File: src/rtl/apb_bridge_pkg.sv
// Shared types and field layout for the AHB-to-APB bridge, APB side.
// Optional timeout feature of apb_cmd_master is enabled by defining APB_TIMEOUT_EN.
package apb_bridge_pkg;

  typedef enum logic [2:0] {
    IDLE   = 3'd0,
    FETCH  = 3'd1,
    SETUP  = 3'd2,
    ACCESS = 3'd3,
    RESP   = 3'd4
  } state_e;

  localparam int unsigned CMD_DATA_LSB = 0;

  // Remaining field positions scale with the instance widths.
  function automatic int unsigned CMD_ADDR_LSB(input int unsigned data_w);
    return data_w;
  endfunction

  function automatic int unsigned CMD_WR_BIT(input int unsigned addr_w, input int unsigned data_w);
    return addr_w + data_w;
  endfunction

  function automatic int unsigned RESP_ERR_BIT(input int unsigned data_w);
    return data_w;
  endfunction

  localparam logic [255:0] TIMEOUT_DATA = '1;

endpackage

File: src/rtl/apb_cmd_master.sv
// Pops command words, runs one APB3 transfer each, pushes {slverr, data} responses.
// Define APB_TIMEOUT_EN to add the ACCESS wait limit and the timeout_err output.
module apb_cmd_master
  import apb_bridge_pkg::*;
#(
  parameter int unsigned ADDR_WIDTH     = 32,
  parameter int unsigned DATA_WIDTH     = 32,
  parameter int unsigned CMD_W          = 1 + ADDR_WIDTH + DATA_WIDTH,
  parameter int unsigned TIMEOUT_CYCLES = 256
) (
  input  logic                  rclk,
  input  logic                  reset,
  output logic                  cmd_ren,
  input  logic [CMD_W-1:0]      cmd_rdata,
  input  logic                  cmd_empty,
  output logic                  resp_wen,
  output logic [DATA_WIDTH:0]   resp_wdata,
  input  logic                  resp_full,
  output logic [ADDR_WIDTH-1:0] paddr,
  output logic                  psel,
  output logic                  penable,
  output logic                  pwrite,
  output logic [DATA_WIDTH-1:0] pwdata,
  input  logic [DATA_WIDTH-1:0] prdata,
  input  logic                  pready,
  input  logic                  pslverr,
`ifdef APB_TIMEOUT_EN
  output logic                  timeout_err,
`endif
  output logic                  busy,
  output logic [15:0]           xfer_count
);

  localparam int unsigned WR_BIT   = CMD_WR_BIT(ADDR_WIDTH, DATA_WIDTH);
  localparam int unsigned ADDR_LSB = CMD_ADDR_LSB(DATA_WIDTH);
  localparam int unsigned ERR_BIT  = RESP_ERR_BIT(DATA_WIDTH);

  state_e                state_q, state_d;
  logic [ADDR_WIDTH-1:0] paddr_q, paddr_d;
  logic                  pwrite_q, pwrite_d;
  logic [DATA_WIDTH-1:0] pwdata_q, pwdata_d;
  logic [DATA_WIDTH:0]   resp_q, resp_d;
  logic [15:0]           xfer_q, xfer_d;
  logic [DATA_WIDTH-1:0] rdata_sel;

`ifdef APB_TIMEOUT_EN
  localparam int unsigned TO_W = $clog2(TIMEOUT_CYCLES + 1);
  logic [TO_W-1:0] wait_q, wait_d;
  logic            to_q, to_d;
`endif

  always_ff @(posedge rclk) begin
    if (reset) begin
      state_q  <= IDLE;
      paddr_q  <= '0;
      pwrite_q <= 1'b0;
      pwdata_q <= '0;
      resp_q   <= '0;
      xfer_q   <= '0;
`ifdef APB_TIMEOUT_EN
      wait_q   <= '0;
      to_q     <= 1'b0;
`endif
    end else begin
      state_q  <= state_d;
      paddr_q  <= paddr_d;
      pwrite_q <= pwrite_d;
      pwdata_q <= pwdata_d;
      resp_q   <= resp_d;
      xfer_q   <= xfer_d;
`ifdef APB_TIMEOUT_EN
      wait_q   <= wait_d;
      to_q     <= to_d;
`endif
    end
  end

  assign rdata_sel = pwrite_q ? '0 : prdata;

  always_comb begin
    state_d  = state_q;
    paddr_d  = paddr_q;
    pwrite_d = pwrite_q;
    pwdata_d = pwdata_q;
    resp_d   = resp_q;
    xfer_d   = xfer_q;
`ifdef APB_TIMEOUT_EN
    wait_d   = wait_q;
    to_d     = to_q;
`endif
    case (state_q)
      // Response slot is checked before popping, so a popped command always has room.
      IDLE:  if (!cmd_empty && !resp_full) state_d = FETCH;
      FETCH: begin
        paddr_d  = cmd_rdata[ADDR_LSB +: ADDR_WIDTH];
        pwrite_d = cmd_rdata[WR_BIT];
        pwdata_d = cmd_rdata[CMD_DATA_LSB +: DATA_WIDTH];
        state_d  = SETUP;
      end
      SETUP: begin
`ifdef APB_TIMEOUT_EN
        wait_d = '0;
        to_d   = 1'b0;
`endif
        state_d = ACCESS;
      end
      ACCESS: begin
        if (pready) begin
          resp_d          = '0;
          resp_d[ERR_BIT] = pslverr;
          resp_d[DATA_WIDTH-1:0] = rdata_sel;
          state_d         = RESP;
        end
`ifdef APB_TIMEOUT_EN
        else if (wait_q == TO_W'(TIMEOUT_CYCLES - 1)) begin
          resp_d          = '0;
          resp_d[ERR_BIT] = 1'b1;
          resp_d[DATA_WIDTH-1:0] = TIMEOUT_DATA[DATA_WIDTH-1:0];
          to_d            = 1'b1;
          state_d         = RESP;
        end else begin
          wait_d = wait_q + 1'b1;
        end
`endif
      end
      RESP: begin
        xfer_d  = xfer_q + 16'd1;
        state_d = IDLE;
      end
      default: state_d = IDLE;
    endcase
  end

  always_comb begin
    cmd_ren  = (state_q == IDLE) && !cmd_empty && !resp_full;
    resp_wen = (state_q == RESP);
    psel     = (state_q == SETUP) || (state_q == ACCESS);
    penable  = (state_q == ACCESS);
    busy     = (state_q != IDLE);
`ifdef APB_TIMEOUT_EN
    timeout_err = (state_q == RESP) && to_q;
`endif
  end

  assign paddr      = paddr_q;
  assign pwrite     = pwrite_q;
  assign pwdata     = pwdata_q;
  assign resp_wdata = resp_q;
  assign xfer_count = xfer_q;

endmodule

File: config.mk
export PLATFORM = sky130hd
export DESIGN_NAME = apb_cmd_master
export DESIGN_NICKNAME = d
export VERILOG_FILES = /design/src/rtl/apb_bridge_pkg.sv /design/src/rtl/apb_cmd_master.sv
export SDC_FILE = /design/constraint.sdc
export NUM_CORES = 1
export LEC_CHECK = 0
export BUFFER_PORTS_ARGS = -buffer_cell sky130_fd_sc_hd__buf_4
export CAP_MARGIN = 20
export CORE_AREA = 2 2 101 103
export CTS_BUF_LIST = sky130_fd_sc_hd__clkbuf_4 sky130_fd_sc_hd__clkbuf_8 sky130_fd_sc_hd__clkbuf_16
export CTS_CLUSTER_DIAMETER = 80
export DETAILED_ROUTE_END_ITERATION = 6
export DIE_AREA = 0 0 103 105
export PLACE_DENSITY = 0.76
export SYNTH_ARGS = -nofsm -noshare
export SYNTH_HDL_FRONTEND = slang
export SYNTH_SLANG_ARGS = --single-unit
File: constraint.sdc
create_clock -name rclk -period 4.8 [get_ports rclk]
set_clock_uncertainty 0.15 [all_clocks]
set_input_delay 1.2 -clock rclk [delete_from_list [all_inputs] [get_ports rclk]]
set_output_delay 1.2 -clock rclk [all_outputs]
set_load 0.02 [all_outputs]
After elaboration in Yosys (flattened, before gate mapping)
Cells that the tools add are included.

Add/subtract/negate cells: 1. $mul: 0. Div/mod/pow operators: 0. $lt $le $gt $ge: 0. Eq/ne operators: 6. Shifts and indexed selects: 0. Muxes and demuxes: 4. Bitwise logic cells: 0. Reductions and logical operators: 10.

Operator list (number): $mux 32 (1); $add 16x1->16 const B (1); $pmux 3 s4 (1); $eq 3x2->1 const B (2); $mux 3 (2); $reduce_and 2->1 (2); $eq 3x1->1 const B (1); $eq 3x3->1 const B (1); $logic_and 1x1->1 (3); $logic_not 3->1 (1); $reduce_bool 3->1 (1); $logic_not 1->1 (2); $ne 2x1->1 const B (1); $ne 2x2->1 const B (1); $logic_or 1x1->1 (1).

Bits in registers: 117. Bits in latches: 0. Memory bits (writable): 0. ROM bits: 0. Input bits: 103. Output and inout bits: 119. Word-level logic and storage cells: 27. Memories: 0.

Depth between registers and ports, before layout
Word-level depth: 4. Depth in mapped cells: 7. Mapped depth without buffers: 4.

Worst setup path before layout
No wires, ideal clock.

Path kind: input -> output. Start: in cmd_empty. End: out cmd_ren. Arrival time: 1.697 ns. Required time: 3.450 ns. Slack: 1.753 ns. Stages on the path: 1. Path buffers: 0. Cell sequence: nor3_1.

Word-level cells in the longest chain between the ends: 3.

RTL lines: start, declared (line apb_cmd_master.sv:15) `input logic cmd_empty,`; $logic_not 1->1 (line apb_cmd_master.sv:135) `cmd_ren = (state_q == IDLE) && !cmd_empty && !resp_full;`; $logic_and 1x1->1 (2 in a row) (line apb_cmd_master.sv:135); end, declared (line apb_cmd_master.sv:13) `output logic cmd_ren,`.

No other way between the ends.

Worst setup path in the final report
Start: reg state_q[2]. End: out resp_wen.

Word-level cells in the longest chain between the ends: 1.

RTL lines: start, declared (line apb_cmd_master.sv:38) `state_e state_q, state_d;`; start signal, assigned (line apb_cmd_master.sv:65) `state_q <= state_d;`; $eq 3x3->1 (line apb_cmd_master.sv:136) `resp_wen = (state_q == RESP);`; end, declared (line apb_cmd_master.sv:16) `output logic resp_wen,`.

No other way between the ends.

==> impl_metrics.toml <==
[synth]
async_flop_share = 0
synthMuxAreaShare = 0.00489
ys_ff_latch = 117
synth_top_cell_area_share = 0.539
synth_top_family_by_area = "simple AND/OR/NAND/NOR gates"
synth-compound-area-share = 0.130
ys.warnings.count = 0
synth_edf_count = 0
yosysTopAreaCell = "dfxtp_1"
syn_nets = 635
syn_area_mm2 = 0.00435
yosys.area_share.simple = 0.262
synthXorXnorAreaFrac = 0.0181
syn_avg_cell_area_um2 = 8.19
ys_seq_area_frac = 0.539
synthFlopType = "dfxtp_1"
ys_top_cells_by_area = "dfxtp_1, nand2_1, a21oi_1"
netlist_instances = 531
synthAdderAreaFrac = 0.00288
synth.distinct_cells = 32

[worst_setup_path]
setup.worst_path.end_class = "primary output"
r2r_slack_ns = 2.46
start_kind = "register"
worst_ep_arrival_time_ns = 1.80
reg2reg_from = "state_q[1]"
reg2reg_to = "paddr[21]"
crit_fanout = 7
cp.required_ns = 3.45
path_class = "reg -> out"
r2r.worst_path.cells = 5

[layout]
finish.net_count = 840
final_cell_mix = "buf_4, nand2_1, dfxtp_1, a21oi_1, nand3b_1"
n_fill_cell = 813
regArea_mm2 = 0.00234
drive_gt1_frac = 0.350
multi_input_area_mm2 = 0.00182
antennaDiodeCount = 0
final_common_cell = "buf_4"
area_delta_synth_final_pct = 53.9

[global_routing]
grt_max_degree = 90
grt_pass1_wl_mm = 19.7
grtUsageTotal = 0.232
antenna_found_initial = 0
gr-total-overflow = 0
grt_pass1_vias = 4104

[timing]
setup_tns_ns = 0
slew_headroom = 0.312
max_freq_mhz = 317
min_period_ns = 3.15
setup_viol = 0
rsz0062_at_grt = "false"
slew_viol_final = 0
period_share = 0.656
setup_ws_ns = 1.65
worst_pin_slew_ns = 1.03
hold_viol = 0

[clock_tree]
cts_setup_buffers = 0
clkSinkCount = 117
cts_tree = "yes"
cts.repair.resized = 0
htree_levels = 4
clk_pin_slew_ns = 0.05
cts-root-buf = "clkbuf_8"
cts_buffers = 17
insertion_delay_ns = 0.50
cts_buffer_depth = 2
cts_hold_buffers = 0

[drt]
drt_iter0_drc = 233
ant_nets = 0
drc = 0
viasPerCell = 4.95
firstDrtPassIters = 4
via_count = 4364
post_drt_wl_per_cell_um = 14.5
finalWirelength_mm = 12.8

[pwr]
p_sw_uw = 627
finalPower_uw = 2650
leakage_uw = 0.00282
clkPwrFrac = 0.495
ir_worst_vdd_v = 0.000219
powerDensity_mw_per_mm2 = 396
combPwrFrac = 0.114
power.internal_uw = 2020
power.share.sequential = 0.392
switching_share = 0.236

[floorplanning]
ios = 222
std_cell_rows = 36
die_h_um = 105
core_area_mm2 = 0.00964
die_area_mm2 = 0.0108
fp.dieW_um = 103
initial_core_util = 0.451

[worst_hold_path]
min_path_type = "reg -> reg"
hold_depth = 2
worstHoldEndpoint = "resp_wdata[3]"
min_from = "resp_wdata[3]"

[placement]
post-dp-hpwl_mm = 8.79
io_buffer_count = 221
pre_cts_slack_ns = 1.80
gp_congestion = 0.810

[status]
status = "finished clean"

[job]
max_cap_violations = 0
## worst max-delay path by stage
stage                          start        to
final                     state_q[2]  resp_wen
after detailed placement   cmd_empty   cmd_ren
after global placement     cmd_empty   cmd_ren
after global routing      state_q[2]  resp_wen
after floorplan            cmd_empty   cmd_ren
after CTS                 state_q[2]  resp_wen
## critical path, cell delays in order (launching register included)
cell	delay, ns
dfxtp_1	0.42
nor3b_1	0.61
buf_4	0.26
## final cells by class
cell class                 instances  area share
sequential                       117       0.350
timing repair buffer             227       0.258
clock buffer                      20      0.0671
clock inverter                    12      0.0265
multi-input combinational        370       0.272
tap                              133      0.0249
inverter                           3     0.00168
## Yosys cell counts (2+ instances only)
| library cell | n |
|---|---|
| or3_1 | 3 |
| nand3b_1 | 33 |
| a21oi_1 | 103 |
| nor2_1 | 15 |
| buf_2 | 10 |
| or4_1 | 3 |
| nor3b_1 | 2 |
| and3_1 | 2 |
| clkbuf_1 | 29 |
| xor2_1 | 7 |
| nand2_1 | 169 |
| and2_1 | 3 |
| xnor2_1 | 2 |
| nand4_1 | 6 |
| o21ai_0 | 3 |
| o31ai_1 | 3 |
| nand3_1 | 4 |
| inv_1 | 3 |
| dfxtp_1 | 117 |
| nor2b_1 | 2 |
## layer usage
metal / routed length [um] / vias to the layer above / GRT usage
li1: - / 2171 / -
met1: 5140 / 2015 / 0.264
met2: 6390 / 160 / 0.383
met3: 996 / 18 / 0.0923
met4: 247 / 0 / 0.0902
met5: 0 / - / 0
## through the flow
step           hold slack (ns)   util  cells  instance area (um^2)
2_1_floorplan            0.379      -    531                  4350
3_3_place_gp             0.288  0.626    849                  6040
3_5_place_dp             0.293  0.629    850                  6070
4_1_cts                  0.301  0.694    882                  6690
5_1_grt                  0.317  0.694    882                  6690
6_report                 0.302  0.694    882                  6690
## flip-flops by register name, summed over array words and instances (netlist names)
signal	count
paddr	32
pwrite	1
pwdata	32
xfer_count	16
state_q	3
resp_wdata	33
## kinds of logic after synthesis
| logic type | Yosys count |
|---|---|
| flip-flops | 117 |
| AND/OR/NAND/NOR | 247 |
| adder cells (fa/ha/maj) | 1 |
| AO/OA/AOI/OAI | 111 |
| buffers and inverters | 44 |
| multiplexers | 2 |
| XOR/XNOR | 9 |
## power groups by stage
stage / Sequential [uW] / Combinational, uW / Clock (uW)
global placement: 1060 / 295 / 0
CTS: 1040 / 303 / 1330
floorplan: 1100 / 111 / 0
detailed placement: 1060 / 302 / 0
global route: 1040 / 326 / 1380
finish: 1040 / 301 / 1310
Note: power is estimated with default switching activity, not from simulation.
